## src/rtl/l15_req_port_arbiter.sv

```systemverilog
// Arbiter sharing the single L1.5 request channel among the cache-side requesters.
// Fixed priority with starvation promotion, per-port credit limiting, registered output held until ack.

module l15_arb_port #(
  parameter int StarveTh       = 16,
  parameter int MaxOutstanding = 4,
  parameter int WW             = 5,
  parameter int CW             = 3
) (
  input  logic clk,
  input  logic rst,
  input  logic valid,
  input  logic grant,
  input  logic rtrn,
  output logic eligible,
  output logic starved,
  output logic underflow
);
  logic [WW-1:0] wait_cnt;
  logic [CW-1:0] cred;

  localparam logic [WW-1:0] WAIT_MAX = WW'(StarveTh);
  localparam logic [CW-1:0] CRED_MAX = CW'(MaxOutstanding);

  assign eligible  = valid & (cred < CRED_MAX);
  assign starved   = eligible & (wait_cnt == WAIT_MAX);
  // A simultaneous grant covers the return, so only an unmatched return at zero is an error.
  assign underflow = rtrn & ~grant & (cred == '0);

  always_ff @(posedge clk or posedge rst) begin
    if (rst) begin
      wait_cnt <= '0;
    end else if (!eligible || grant) begin
      wait_cnt <= '0;
    end else if (wait_cnt != WAIT_MAX) begin
      wait_cnt <= wait_cnt + 1'b1;
    end
  end

  always_ff @(posedge clk or posedge rst) begin
    if (rst) begin
      cred <= '0;
    end else begin
      case ({grant, rtrn})
        2'b10:   cred <= cred + 1'b1;
        2'b01:   if (cred != '0) cred <= cred - 1'b1;
        default: cred <= cred;
      endcase
    end
  end
endmodule

module l15_req_port_arbiter #(
  parameter int NumPorts       = 6,
  parameter int DataWidth      = 128,
  parameter int StarveTh       = 16,
  parameter int MaxOutstanding = 4,
  localparam int PW = (NumPorts > 1) ? $clog2(NumPorts) : 1
) (
  input  logic                          clk_i,
  input  logic                          rst_i,
  input  logic [NumPorts-1:0]           req_valid_i,
  input  logic [NumPorts*DataWidth-1:0] req_data_i,
  output logic [NumPorts-1:0]           req_ready_o,
  output logic                          l15_val_o,
  output logic [DataWidth-1:0]          l15_data_o,
  output logic [PW-1:0]                 l15_portid_o,
  input  logic                          l15_ack_i,
  input  logic                          rtrn_valid_i,
  input  logic [PW-1:0]                 rtrn_portid_i,
  output logic                          retire_err_o
);
  localparam int WW = $clog2(StarveTh + 1);
  localparam int CW = $clog2(MaxOutstanding + 1);

  typedef enum logic {IDLE, HOLD} state_t;

  state_t                               state, state_nxt;
  logic [NumPorts-1:0]                  eligible, starved, underflow, grant, rtrn;
  logic [NumPorts-1:0][DataWidth-1:0]   data_arr;
  logic [PW-1:0]                        win_idx, star_idx;
  logic                                 any_star, take;

  assign data_arr = req_data_i;

  for (genvar p = 0; p < NumPorts; p++) begin : g_port
    assign rtrn[p] = rtrn_valid_i & (rtrn_portid_i == PW'(p));
    l15_arb_port #(
      .StarveTh(StarveTh), .MaxOutstanding(MaxOutstanding), .WW(WW), .CW(CW)
    ) u_port (
      .clk      (clk_i),
      .rst      (rst_i),
      .valid    (req_valid_i[p]),
      .grant    (grant[p]),
      .rtrn     (rtrn[p]),
      .eligible (eligible[p]),
      .starved  (starved[p]),
      .underflow(underflow[p])
    );
  end

  // Descending scan leaves the lowest index; a starved port overrides plain priority.
  always_comb begin
    win_idx  = '0;
    star_idx = '0;
    any_star = 1'b0;
    for (int p = NumPorts - 1; p >= 0; p--) begin
      if (eligible[p]) win_idx = PW'(p);
      if (starved[p]) begin
        star_idx = PW'(p);
        any_star = 1'b1;
      end
    end
    if (any_star) win_idx = star_idx;
  end

  always_ff @(posedge clk_i or posedge rst_i) begin
    if (rst_i) state <= IDLE;
    else       state <= state_nxt;
  end

  always_comb begin
    state_nxt = state;
    take      = 1'b0;
    grant     = '0;
    case (state)
      IDLE: begin
        take = |eligible;
        if (take) state_nxt = HOLD;
      end
      HOLD: begin
        if (l15_ack_i) begin
          take      = |eligible;
          state_nxt = take ? HOLD : IDLE;
        end
      end
      default: state_nxt = IDLE;
    endcase
    if (take) grant[win_idx] = 1'b1;
  end

  assign req_ready_o = grant;
  assign l15_val_o   = (state == HOLD);

  always_ff @(posedge clk_i or posedge rst_i) begin
    if (rst_i) begin
      l15_data_o   <= '0;
      l15_portid_o <= '0;
    end else if (take) begin
      l15_data_o   <= data_arr[win_idx];
      l15_portid_o <= win_idx;
    end
  end

  always_ff @(posedge clk_i or posedge rst_i) begin
    if (rst_i)           retire_err_o <= 1'b0;
    else if (|underflow) retire_err_o <= 1'b1;
  end
endmodule

```

## config.mk

```make
export PLATFORM = sky130hd
export DESIGN_NAME = l15_req_port_arbiter
export DESIGN_NICKNAME = d
export VERILOG_FILES = /design/src/rtl/l15_req_port_arbiter.sv
export SDC_FILE = /design/constraint.sdc
export NUM_CORES = 1
export LEC_CHECK = 0
export BUFFER_PORTS_ARGS = -buffer_cell sky130_fd_sc_hd__buf_2
export CORE_AREA = 2 2 363 365
export CTS_CLUSTER_SIZE = 25
export DETAILED_ROUTE_END_ITERATION = 10
export DIE_AREA = 0 0 365 367
export GPL_TIMING_DRIVEN = 0
export HOLD_SLACK_MARGIN = 0.1
export SYNTH_ARGS = -nofsm -noshare
export SYNTH_HDL_FRONTEND = slang
export SYNTH_SLANG_ARGS = --single-unit
```

## constraint.sdc

```tcl
create_clock -name clk_i -period 20.1 [get_ports clk_i]
set_input_delay 5.025 -clock clk_i [delete_from_list [all_inputs] [get_ports clk_i]]
set_output_delay 5.025 -clock clk_i [all_outputs]
set_load 0.005 [all_outputs]
```

==> out/results.txt <==
Die H = 367 microns
HP Class = reg -> reg
H-tree Lvls = 4
R2r startpoint = g_port[0].u_port.wait_cnt[0]$_DFFE_PP0P_
WP buf/inv = 6
Wire per inst = 29.9 microns
Synthesis-stage register bit count = 181
CP Class = in -> out
Final setup fails = 0
Die ar. = 134000 sq um
Area delta synth->final = 52.2%
MaxCap Viol Count = 0
Worst-Margin Slew = 1.46 ns
Detailed placement HPWL = 116000 microns
Final period util = 65.1%
Initial DRC count = 2288
Hold buffer count at cts = 0
Final Skew = 0.0341 ns
DP Area = 21400 sq um
Max VDD drop = 72.7 uV
Cell count after synthesis = 1927
Wirelength, routed = 140000 microns
Wire length of the first global-routing pass = 180000 microns
Initial Util = 11.1%
Max Freq = 76.4 MHz
Post-synth EDFFs = 0
Pre-CTS worst setup slack = 7.01 ns
WP data arrival = 8.07 ns
Synth warn = 0
Reg2reg path depth = 12
Post-synthesis adder-cell area fraction = 1.55%
Largest family of logic cells by synthesized area = compound AO/OA/AOI/OAI gates
Core area = 130000 sq um
P_leak = 8.95 nW
Status = completed
Fin Setup TNS = 0 ns
Clock root cell = clkbuf_16
Final nets = 3668
Worst Hold Depth = 2
Post-synth top area share = 31.2%
Clock buffer depth = 2
Final max-slew violation count = 0
Final core occ = 16.9%
Num CTS Buffers = 17
Period minus WS final = 13.09 ns
Post-route DRC = 0
Post-Syn Nets = 2726
Cells along the critical path = buf_2, nor2b_1, buf_4, a22o_1, buf_2, nor2_1, buf_2, nand3_1, nor2_1, buf_4, buf_2
Crit path launch = req_valid_i[0]
Congestion Overflow GR = 0
CP Data Required Time = 15.07 ns
PortBufs = 919
Final WS setup = 7.01 ns
Slowest CP cell = buf_2
Final ANT Viol Nets = 0
Vias in the first global route = 20725
Yosys cell types = 74
Layout cells sized above 1 = 38.1%
Mux cell area share after synthesis = 0.534%
Clock-pin slew on the worst setup and hold paths = 0.09 ns
Delay-heaviest family, CP = buffers and inverters
CTS Sinks = 181
Final Hold Viols = 0
Crit Path Max Fanout = 10
Register area share after synthesis = 31.2%
DIE WIDTH = 365 microns
Synth async-reset ratio = 100%
Compound-cell area share of the yosys netlist = 30.2%
Worst setup EP type = output port
Num rows = 133
Largest cells by area after synthesis = dfrtp_1 31%, nand3_1 17%, o21ai_0 5.5%
GRT Overall Usage = 20.0%
Pwr dens = 159 nW/um^2
Latest clock arrival within the worst-skew pair = 0.55 ns
TritonRoute pass-1 iters = 6
RSZ-0062 raised after global routing = no
Post-Synth Simple-Gate Area = 27.6%
Worst slew margin = 2.86%
CP peak stage delay = 0.50 ns
Top-level I/O count = 920
Post-Syn Area = 14500 sq um
Initial antenna violation count = 59
Vias = 21815
Ys flop type = dfrtp_1
Number of stages on the worst setup path = 11
Cell taking the most area after synthesis = dfrtp_1
Most frequent CP cell = buf_2
Postcts setup bufs = 0
Post-Synth XOR/XNOR Area = 1.57%
CTS resizes = 0
Worst Setup Start Kind = input pin
Worst hold start = l15_portid_o[2]$_DFFE_PP0P_
Post-Layout Inst Area = 22100 sq um
Avg Vias per Cell = 4.67
GPL Wtd Cong = 1.02
CTS tree = built
Pin count of the biggest net entering global routing = 80
Syn Area/Cell = 7.54 sq um
## power breakdown
group	internal (W)	total (W)	switching, W
Clock	0.000181	0.000389	0.000209
Sequential	0.000529	0.000641	0.000113
Combinational	0.000725	0.00249	0.00176
## path summary, 6_finish.rpt
| path | to | slack, ns |
|---|---|---|
| worst max-delay path | req_ready_o[4] | 7.01 |
| min in group asynchronous | l15_data_o[21]$_DFFE_PP0P_ | 4.44 |
| worst min-delay path | l15_portid_o[2]$_DFFE_PP0P_ | 0.49 |
| worst max register to register | l15_data_o[15]$_DFFE_PP0P_ | 15.13 |
| max in group asynchronous | l15_data_o[46]$_DFFE_PP0P_ | 14.70 |
| worst min register to register | l15_portid_o[2]$_DFFE_PP0P_ | 0.49 |
## flip-flops by register name (all words and copies together) (netlist names)
name / flops
g_port.u_port.cred: 18
g_port.u_port.wait_cnt: 30
l15_data_o: 128
l15_portid_o: 3
l15_val_o: 1
retire_err_o: 1
## metal layers
metal  vias to the layer above  global-route usage [%]  share of wire [%]
li1                       9256                       -                  -
met1                     10856                    25.9                 42
met2                      1406                    30.2                 43
met3                       277                    7.04                 11
met4                        20                    7.47                3.9
met5                         -                       0              0.090
## cell families (layout without fill, tap and decap cells)
logic type | after synthesis | count (layout)
and+or+nand+nor | 819 | 819
AOI/OAI and AO/OA | 637 | 637
buffers and inverters | 239 | 1194
DFF | 181 | 181
xor gates and xnor gates | 26 | 26
adders and majority gates | 18 | 18
muxes | 7 | 7
other | 0 | 39
## through the flow
| stage | hold slack (ns) | power [W] | cells |
|---|---|---|---|
| finish | 0.486 | 0.00352 | 4676 |
| global route | 0.514 | 0.00372 | 4647 |
| CTS | 0.486 | 0.00351 | 4637 |
| detailed placement | 0.464 | 0.00310 | 4605 |
| global placement | 0.457 | 0.00308 | 4601 |
| floorplan | 0.470 | 0.00183 | 1927 |
## layout by cell type (no fill, tap or decap), drive strengths merged, types with 18 or more instances in the layout
master / n
diode: 39
nand3: 493
buf: 1045
nor3: 20
nand2: 154
o21ai: 185
o32a: 63
nor2: 95
inv: 26
o2bb2ai: 54
clkbuf: 116
dfrtp: 181
o211ai: 57
ha: 18
a41oi: 53
a21oi: 143
## Yosys cell counts, types with 19 or more instances
library cell and number:
o2bb2ai_1 54, o21ai_0 160, nand3_1 490, buf_1 20, dfrtp_1 181, a21oi_1 143, o21ai_1 24, clkbuf_1 98
nor2_1 93, buf_2 89, nor3_1 19, nand2_1 154, o32a_1 63, o211ai_1 57, a41oi_1 53
## final cells by class
cell class              instances  area (sq um)
diodes                         39          97.6
plain buffers                 220           997
clock buffers                  18           439
clock inverters                14           160
fillers                     15262        108000
inverters                      19          81.3
multi-input cells            1507          8930
flip-flops and latches        181          4530
well taps                    1755          2200
repair buffers                923          4670
## worst min-delay path, cell delays in order (launching register included)
cell and delay, ns:
dfrtp_1 0.35, nand2_1 0.05, nand2_1 0.05
Power figures use the tool's default switching activity.
